## src/rtl/prefix_addsub_pipe.sv

```systemverilog
// Pipelined Kogge-Stone adder/subtractor with ALU flags and a sideband tag.
// Stage S0 forms bitwise generate/propagate, stages S1..S_LVL each do one prefix
// level, and a final output stage forms the sum and flags. Latency is LVL+1 cycles.
// A full-pipeline stall (out_valid && !out_ready) freezes every stage.
module prefix_addsub_pipe #(
  parameter int unsigned WIDTH = 16,
  parameter int unsigned TAG_W = 4
) (
  input  logic             clk,
  input  logic             rst,
  input  logic             in_valid,
  output logic             in_ready,
  input  logic [WIDTH-1:0] in_a,
  input  logic [WIDTH-1:0] in_b,
  input  logic             in_cin,
  input  logic             in_op,
  input  logic [TAG_W-1:0] in_tag,
  output logic             out_valid,
  input  logic             out_ready,
  output logic [WIDTH-1:0] out_sum,
  output logic             out_cout,
  output logic             out_ovf,
  output logic             out_zero,
  output logic             out_neg,
  output logic [TAG_W-1:0] out_tag
);

  localparam int unsigned LVL = $clog2(WIDTH);
  localparam int unsigned NST = LVL + 1;  // prefix-path stages S0..S_LVL

  // Per-stage state
  logic [WIDTH-1:0] g_q    [NST];
  logic [WIDTH-1:0] g_d    [NST];
  logic [WIDTH-1:0] p_q    [NST];
  logic [WIDTH-1:0] p_d    [NST];
  logic [WIDTH-1:0] praw_q [NST];
  logic             cin_q  [NST];
  logic [TAG_W-1:0] tag_q  [NST];
  logic             vld_q  [NST];

  // Output stage
  logic             out_valid_q;
  logic [WIDTH-1:0] out_sum_q;
  logic             out_cout_q;
  logic             out_ovf_q;
  logic             out_zero_q;
  logic             out_neg_q;
  logic [TAG_W-1:0] out_tag_q;

  logic             stall;
  logic [WIDTH-1:0] b_mod;
  int unsigned      span;
  logic [WIDTH-1:0] carry;
  logic [WIDTH-1:0] sum_c;
  logic             cout_c;
  logic             ovf_c;

  assign stall    = out_valid_q && !out_ready;
  assign in_ready = !stall;

  // Operand conditioning and one Kogge-Stone level per stage
  always_comb begin
    b_mod   = in_op ? ~in_b : in_b;
    g_d[0]  = in_a & b_mod;
    p_d[0]  = in_a ^ b_mod;
    // Carry-in acts as a generate entering below bit 0.
    g_d[0][0] = (in_a[0] & b_mod[0]) | ((in_a[0] ^ b_mod[0]) & in_cin);
    span = 0;
    for (int unsigned k = 1; k < NST; k++) begin
      span   = 32'd1 << (k - 1);
      g_d[k] = g_q[k-1];
      p_d[k] = p_q[k-1];
      for (int unsigned i = 0; i < WIDTH; i++) begin
        if (i >= span) begin
          g_d[k][i] = g_q[k-1][i] | (p_q[k-1][i] & g_q[k-1][i-span]);
          p_d[k][i] = p_q[k-1][i] & p_q[k-1][i-span];
        end
      end
    end
  end

  // Sum and flags from the fully resolved prefix generates
  always_comb begin
    carry  = {g_q[LVL][WIDTH-2:0], cin_q[LVL]};
    sum_c  = praw_q[LVL] ^ carry;
    cout_c = g_q[LVL][WIDTH-1];
    // Signed overflow: carry into the MSB differs from carry out of it.
    ovf_c  = carry[WIDTH-1] ^ cout_c;
  end

  // Pipeline registers; everything holds while the output is stalled
  always_ff @(posedge clk) begin
    if (rst) begin
      for (int unsigned k = 0; k < NST; k++) begin
        g_q[k]    <= '0;
        p_q[k]    <= '0;
        praw_q[k] <= '0;
        cin_q[k]  <= 1'b0;
        tag_q[k]  <= '0;
        vld_q[k]  <= 1'b0;
      end
      out_valid_q <= 1'b0;
      out_sum_q   <= '0;
      out_cout_q  <= 1'b0;
      out_ovf_q   <= 1'b0;
      out_zero_q  <= 1'b0;
      out_neg_q   <= 1'b0;
      out_tag_q   <= '0;
    end else if (!stall) begin
      vld_q[0]  <= in_valid;
      g_q[0]    <= g_d[0];
      p_q[0]    <= p_d[0];
      praw_q[0] <= p_d[0];
      cin_q[0]  <= in_cin;
      tag_q[0]  <= in_tag;
      for (int unsigned k = 1; k < NST; k++) begin
        vld_q[k]  <= vld_q[k-1];
        g_q[k]    <= g_d[k];
        p_q[k]    <= p_d[k];
        praw_q[k] <= praw_q[k-1];
        cin_q[k]  <= cin_q[k-1];
        tag_q[k]  <= tag_q[k-1];
      end
      out_valid_q <= vld_q[LVL];
      // Data only moves on a real result so fields stay zero until the first one.
      if (vld_q[LVL]) begin
        out_sum_q  <= sum_c;
        out_cout_q <= cout_c;
        out_ovf_q  <= ovf_c;
        out_zero_q <= (sum_c == '0);
        out_neg_q  <= sum_c[WIDTH-1];
        out_tag_q  <= tag_q[LVL];
      end
    end
  end

  assign out_valid = out_valid_q;
  assign out_sum   = out_sum_q;
  assign out_cout  = out_cout_q;
  assign out_ovf   = out_ovf_q;
  assign out_zero  = out_zero_q;
  assign out_neg   = out_neg_q;
  assign out_tag   = out_tag_q;

endmodule

```

## config.mk

```make
export PLATFORM = sky130hd
export DESIGN_NAME = prefix_addsub_pipe
export DESIGN_NICKNAME = d
export VERILOG_FILES = /design/src/rtl/prefix_addsub_pipe.sv
export SDC_FILE = /design/constraint.sdc
export NUM_CORES = 1
export LEC_CHECK = 0
export CAP_MARGIN = 30
export CORE_MARGIN = 5
export CORE_UTILIZATION = 58
export DETAILED_ROUTE_END_ITERATION = 8
export GPL_ROUTABILITY_DRIVEN = 0
export HOLD_SLACK_MARGIN = 0.15
export PLACE_DENSITY = 0.78
export SYNTH_ARGS = -nofsm -noshare
export SYNTH_HDL_FRONTEND = slang
export SYNTH_SLANG_ARGS = --single-unit
```

## constraint.sdc

```tcl
create_clock -name clk -period 5.1 [get_ports clk]
set_input_delay 1.02 -clock clk [delete_from_list [all_inputs] [get_ports clk]]
set_output_delay 1.02 -clock clk [all_outputs]
set_load 0.01 [all_outputs]
```

==> reports/qor.csv, run 1 <==
metric;value;unit
detail_route.wl_per_cell;13.59;microns
criticalPathCategory;input port to output port;
postRouteAntennaNets;0;
drv_slew;0;
area_growth;15.34;%
cellPowerDensity;356.6;mW/mm^2
fillers;1168;
synth-seq-cells;248;
synthArstFlopShare;0;
worstPathRequired;4.08;ns
yosysWarnings;0;
synthDistinctLibCells;27;
root_buffer;clkbuf_16;
fmax;312.6;MHz
synth_edf_count;224;
final_layout_size_suffix_gt1_frac;0.05452;
grt_start_max_net_pins;127;
cts_buffer_depth;3;
tightest_slew;0.8613;ns
p_leak;4.594;nW
syn_area;0.009806;sq mm
hold_violations;0;
cts.sinks;248;
nets;794;
htreeDepth;1;
max_cap_violations;0;
place_hpwl;8462;microns
fin_skew;0.009217;ns
track_usage;0.1380;
clk_latency;0.49;ns
maxSlewHeadroom;0.4258;
diodes;0;
numCtsBuffers;23;
synth_cells;673;
start_util;0.5913;
arrival;2.18;ns
fp-row-count;47;
critical_path.max_fanout;7;
outcome;complete, no violations;
setup_viol_count_final;0;
routed_wl;13210;microns
ctsResizeCount;0;
antenna_found_initial;0;
cp-end-kind;output port;
grt_pass1_wl;22760;microns
drtIter0Drc;266;
vias;4899;
first_pass_iters;4;
yosysSeqAreaShare;0.7350;
clk_pin_slew;0.06;ns
cts_setup_buffers;0;
grt_setup_unrepaired;false;
port_buffers;67;
dieHeight;140.0;microns
final_util;0.6820;
cts_hold_buf;0;
viasPerCell;5.040;
dieArea;0.01961;sq mm
synth.avg_cell_area;14.57;sq um
vdd_drop_max;218.5;uV
synth_flop_cell;edfxtp_1;
fin_crit_sh;0.6273;
critPathLaunchType;input port;
ios;68;
cts_tree;done;
setup-tns-final;0;ns
period_needed;3.199;ns
grt_overflow_total;0;
drc;0;
core;0.01658;sq mm
die_w;140.0;microns
syn_nets;731;
hold_class;flip-flop to flip-flop;
grt_pass1_vias;4999;
## cells in the final DEF (no fill, tap or decap), drive strengths merged, types with 7 or more instances in the layout
master         synthesis  final
ha                    16     16
nand2                 11     11
buf                   18      7
clkbuf                18     36
xor2                  17     17
xnor2                 16     16
and2                 141    141
edfxtp               224    224
a211oi                16     16
dfxtp                 24     24
a21oi                 56     56
nor2                  68     68
clkdlybuf4s50          0     67
and3                  34     34
## worst max-delay path, stage by stage
cell and delay, ns:
clkdlybuf4s50_1 0.46, nand2b_4 0.16, clkdlybuf4s50_1 0.54
## path summary, 6_finish.rpt
check	startpoint	endpoint	slack (ns)	cells past startpoint
max	out_ready	in_ready	1.90	3
min	out_tag[2]	out_tag[2]	0.46	2
min reg2reg	out_tag[2]	out_tag[2]	0.46	2
max reg2reg	out_valid	g_q[0][42]	3.00	3
## kinds of logic after synthesis
logic type / share of synthesized area
simple gates: 0.1515
flops: 0.7350
compound gates: 0.04173
buf+inv: 0.02195
xor+xnor: 0.02947
fa+ha+maj: 0.02042
## cell type report
class,instances,area (sq um),area share
Clock buffer,36,655.6,0.05797
Inverter,1,3.754,0.0003319
Tap cell,220,275.3,0.02434
Timing Repair Buffer,74,755.7,0.06682
Clock inverter,5,26.28,0.002323
Multi-Input combinational cell,388,2386,0.2110
Sequential cell,248,7207,0.6372
## flip-flops by register name (all words and copies together) (netlist names)
name       cells
vld_q          5
cin_q          5
out_tag        4
p_q           53
out_cout       1
out_valid      1
tag_q         20
praw_q        61
out_sum       16
out_ovf        1
g_q           80
out_zero       1
## power by group
part           switching (mW)  leakage, nW  internal, mW
sequential             0.0372         2.91          2.29
combinational          0.0832         1.35        0.0934
clock                   0.648        0.334         0.883
total                   0.768         4.59          3.27
## stage by stage
stage	instances	hold slack (ns)	area, sq um	setup slack (ns)	total power, mW
finish	972	0.4613	11310	1.901	4.033
global route	972	0.4933	11310	1.869	4.201
CTS	972	0.4566	11310	1.894	4.077
detailed placement	931	0.4490	10630	1.578	2.548
global placement	930	0.4452	10600	1.652	2.536
floorplan	673	0.4712	9806	0.6543	2.473
## Yosys cell counts (2+ instances only)
cell	number	share of area
a211oi_1	16	0.012
a21oi_1	56	0.029
and2_1	140	0.089
and3_1	34	0.022
buf_2	11	0.0056
buf_4	2	0.0015
buf_6	5	0.0057
clkbuf_1	4	0.0015
clkbuf_2	14	0.0071
dfxtp_1	24	0.049
edfxtp_1	224	0.69
ha_1	16	0.020
nand2_1	11	0.0042
nand4_1	3	0.0019
nor2_1	68	0.026
nor3_1	3	0.0015
xnor2_1	16	0.014
xor2_1	17	0.015
## metal layers
metal,wire [microns],global-route usage,vias to the layer above,share of wire
met1,5538,0.1705,2248,0.42
met4,258,0.04284,0,0.020
met2,6656,0.2436,120,0.50
met3,754,0.03136,23,0.057
met5,0,0,-,0
li1,-,-,2508,-
No activity file was read; power rests on OpenSTA's default activity.
==> run 2: changes to the inputs <==
- CORE_UTILIZATION: 58 -> 53
- PLACE_DENSITY: 0.78 -> 0.75
- clock period: 5.1 -> 2.65 ns (I/O delays scaled with it)
==> run 2 against run 1 <==
Against the previous run:
- setup slack worse by 1.5 ns
- non-clock buffer count rose by 3
- sequential power up 92%
- power is 100% higher
- clock skew about the same
- die area grew 8.7%
- sequential share of layout area shrank 1.1 points
- global-route usage decreased by 0.75 points
- clock-buffer cell count decreased by 7
- critical path type unchanged
- largest power group unchanged
==> reports/qor.csv, run 2 (synthesis gave the netlist of run 1 again) <==
metric;value;unit;change
first_pass_iters;4;;unchanged
cts_hold_buf;0;;unchanged
drtIter0Drc;363;;was 266
vias;4941;;was 4,899
routed_wl;13570;microns;was 13,210 microns
root_buffer;clkbuf_16;;unchanged
p_leak;4.686;nW;was 4.594 nW
drv_slew;0;;unchanged
hold-path-cell-count;2;;unchanged
path_buf_inv;2;;unchanged
criticalPathCategory;input port to output port;;unchanged
grt_setup_unrepaired;false;;unchanged
fmax;451.6;MHz;
fp-row-count;49;;was 47
htreeDepth;1;;unchanged
start_util;0.5422;;was 0.5913
tightest_slew;0.4935;ns;was 0.8613 ns
largest_reg_flops;80;;unchanged
numCtsBuffers;24;;was 23
worstPathRequired;2.12;ns;was 4.08 ns
mostFrequentLayoutCells;edfxtp_1 (224), and2_1 (140), nor2_1 (68), clkdlybuf4s50_1 (67), a21oi_1 (56);;unchanged
cts_setup_buffers;0;;unchanged
postRouteAntennaNets;0;;unchanged
clk_pin_slew;0.06;ns;about the same
antenna_found_initial;0;;unchanged
cts.sinks;248;;unchanged
cp_slowest_stage_delay;0.54;ns;about the same
final_layout_size_suffix_gt1_frac;0.06992;;was 0.05452
layout_commonest_cell;edfxtp_1;;unchanged
detail_route.wl_per_cell;13.75;microns;was 13.59 microns
dieArea;0.02132;sq mm;was 0.01961 sq mm
final_util;0.6365;;was 0.6820
die_w;146.0;microns;was 140.0 microns
grt_pass1_vias;4926;;was 4,999
fin_crit_sh;0.8357;;
hold_class;flip-flop to flip-flop;;unchanged
grt_overflow_total;0;;unchanged
viasPerCell;5.006;;was 5.040
maxSlewHeadroom;0.6710;;was 0.4258
outcome;complete, no violations;;unchanged
setup-tns-final;0;ns;unchanged
regMostFlops;g_q;;unchanged
diodes;0;;unchanged
drc;0;;unchanged
clk_latency;0.51;ns;was 0.49 ns
fin_skew;0.009068;ns;was 0.009217 ns
core;0.01809;sq mm;was 0.01658 sq mm
place_hpwl;8687;microns;was 8462 microns
area_growth;17.40;%;was 15.34%
vdd_drop_max;391.2;uV;was 218.5 uV
max_cap_violations;0;;unchanged
cellPowerDensity;710.0;mW/mm^2;was 356.6 mW/mm^2
grt_pass1_wl;23610;microns;was 22,760 microns
crit_path_frequent_cell;clkdlybuf4s50_1;;unchanged
grt_start_max_net_pins;152;;was 127
arrival;1.68;ns;was 2.18 ns
period_needed;2.215;ns;
track_usage;0.1305;;was 0.1380
cts_buffer_depth;3;;unchanged
worstRegToRegCells;3;;unchanged
dieHeight;146.0;microns;was 140.0 microns
nets;798;;was 794
ctsResizeCount;0;;unchanged
cp-end-kind;output port;;unchanged
critPathLaunchType;input port;;unchanged
ios;68;;unchanged
path_depth;3;;unchanged
crit_family;buffers and inverters;;unchanged
total_power;8.174;mW;was 4.033 mW
reg.largest.list;g_q x80, praw_q x61, p_q x53;;unchanged
port_buffers;67;;unchanged
setup_viol_count_final;0;;unchanged
hold_violations;0;;unchanged
crit_path_cell_trace;clkdlybuf4s50_1, nand2b_4, clkdlybuf4s50_1;;unchanged
slowest_stage;clkdlybuf4s50_1;;unchanged
cts_tree;done;;unchanged
critical_path.max_fanout;7;;unchanged
run 2: changes by cell type in the layout (fill, tap and decap cells not counted), sizes merged:
cell / before / now
buf: 7 / 10
clkinvlp: 0 / 3
bufinv: 0 / 3
inv: 3 / 1
clkinv: 3 / 9
clkbuf: 36 / 29
run 2: where the power goes:
group | switching, mW | internal, mW
sequential | 0.0722 | 4.40
clock | 1.34 | 2.02
combinational | 0.161 | 0.183
run 2: final cells by class:
cell class              count  area (sq um)
fillers                  1275          6574
repair buffers             77         833.3
clock buffers              29         640.6
clock inverters            15         155.1
well taps                 229         286.5
flip-flops and latches    248          7207
inverters                   1         3.754
multi-input cells         388          2386
run 2: path summary, 6_finish.rpt:
| check | startpoint | end | slack (ns) |
|---|---|---|---|
| worst max-delay path | out_ready | in_ready | 0.44 |
| worst min-delay path | out_tag[3] | out_tag[3] | 0.45 |
| worst max register to register | out_valid | praw_q[0][40] | 1.20 |
| worst min register to register | out_tag[3] | out_tag[3] | 0.45 |
run 2: routing by layer:
metal / GRT usage / routed length (microns) / up-vias
li1: - / - / 2524
met3: 0.03037 / 808 / 26
met2: 0.2207 / 6666 / 123
met5: 0 / 0 / -
met1: 0.1701 / 5780 / 2268
met4: 0.03951 / 312 / 0
run 2: worst register-to-register path, stage by stage (launching register included):
cell	delay [ns]
dfxtp_1	0.33
nand2b_4	0.11
or2_4	0.36
buf_12	0.31
run 2: stage by stage:
stage,std cells,area [sq um],hold WS (ns),setup slack (ns)
after floorplan,673,9814,0.4712,-0.1148
after global placement,943,10720,0.4437,0.4370
after CTS,987,11510,0.4547,0.4315
after detailed placement,943,10720,0.4464,0.4441
after global routing,987,11510,0.4860,0.4173
final,987,11510,0.4536,0.4355
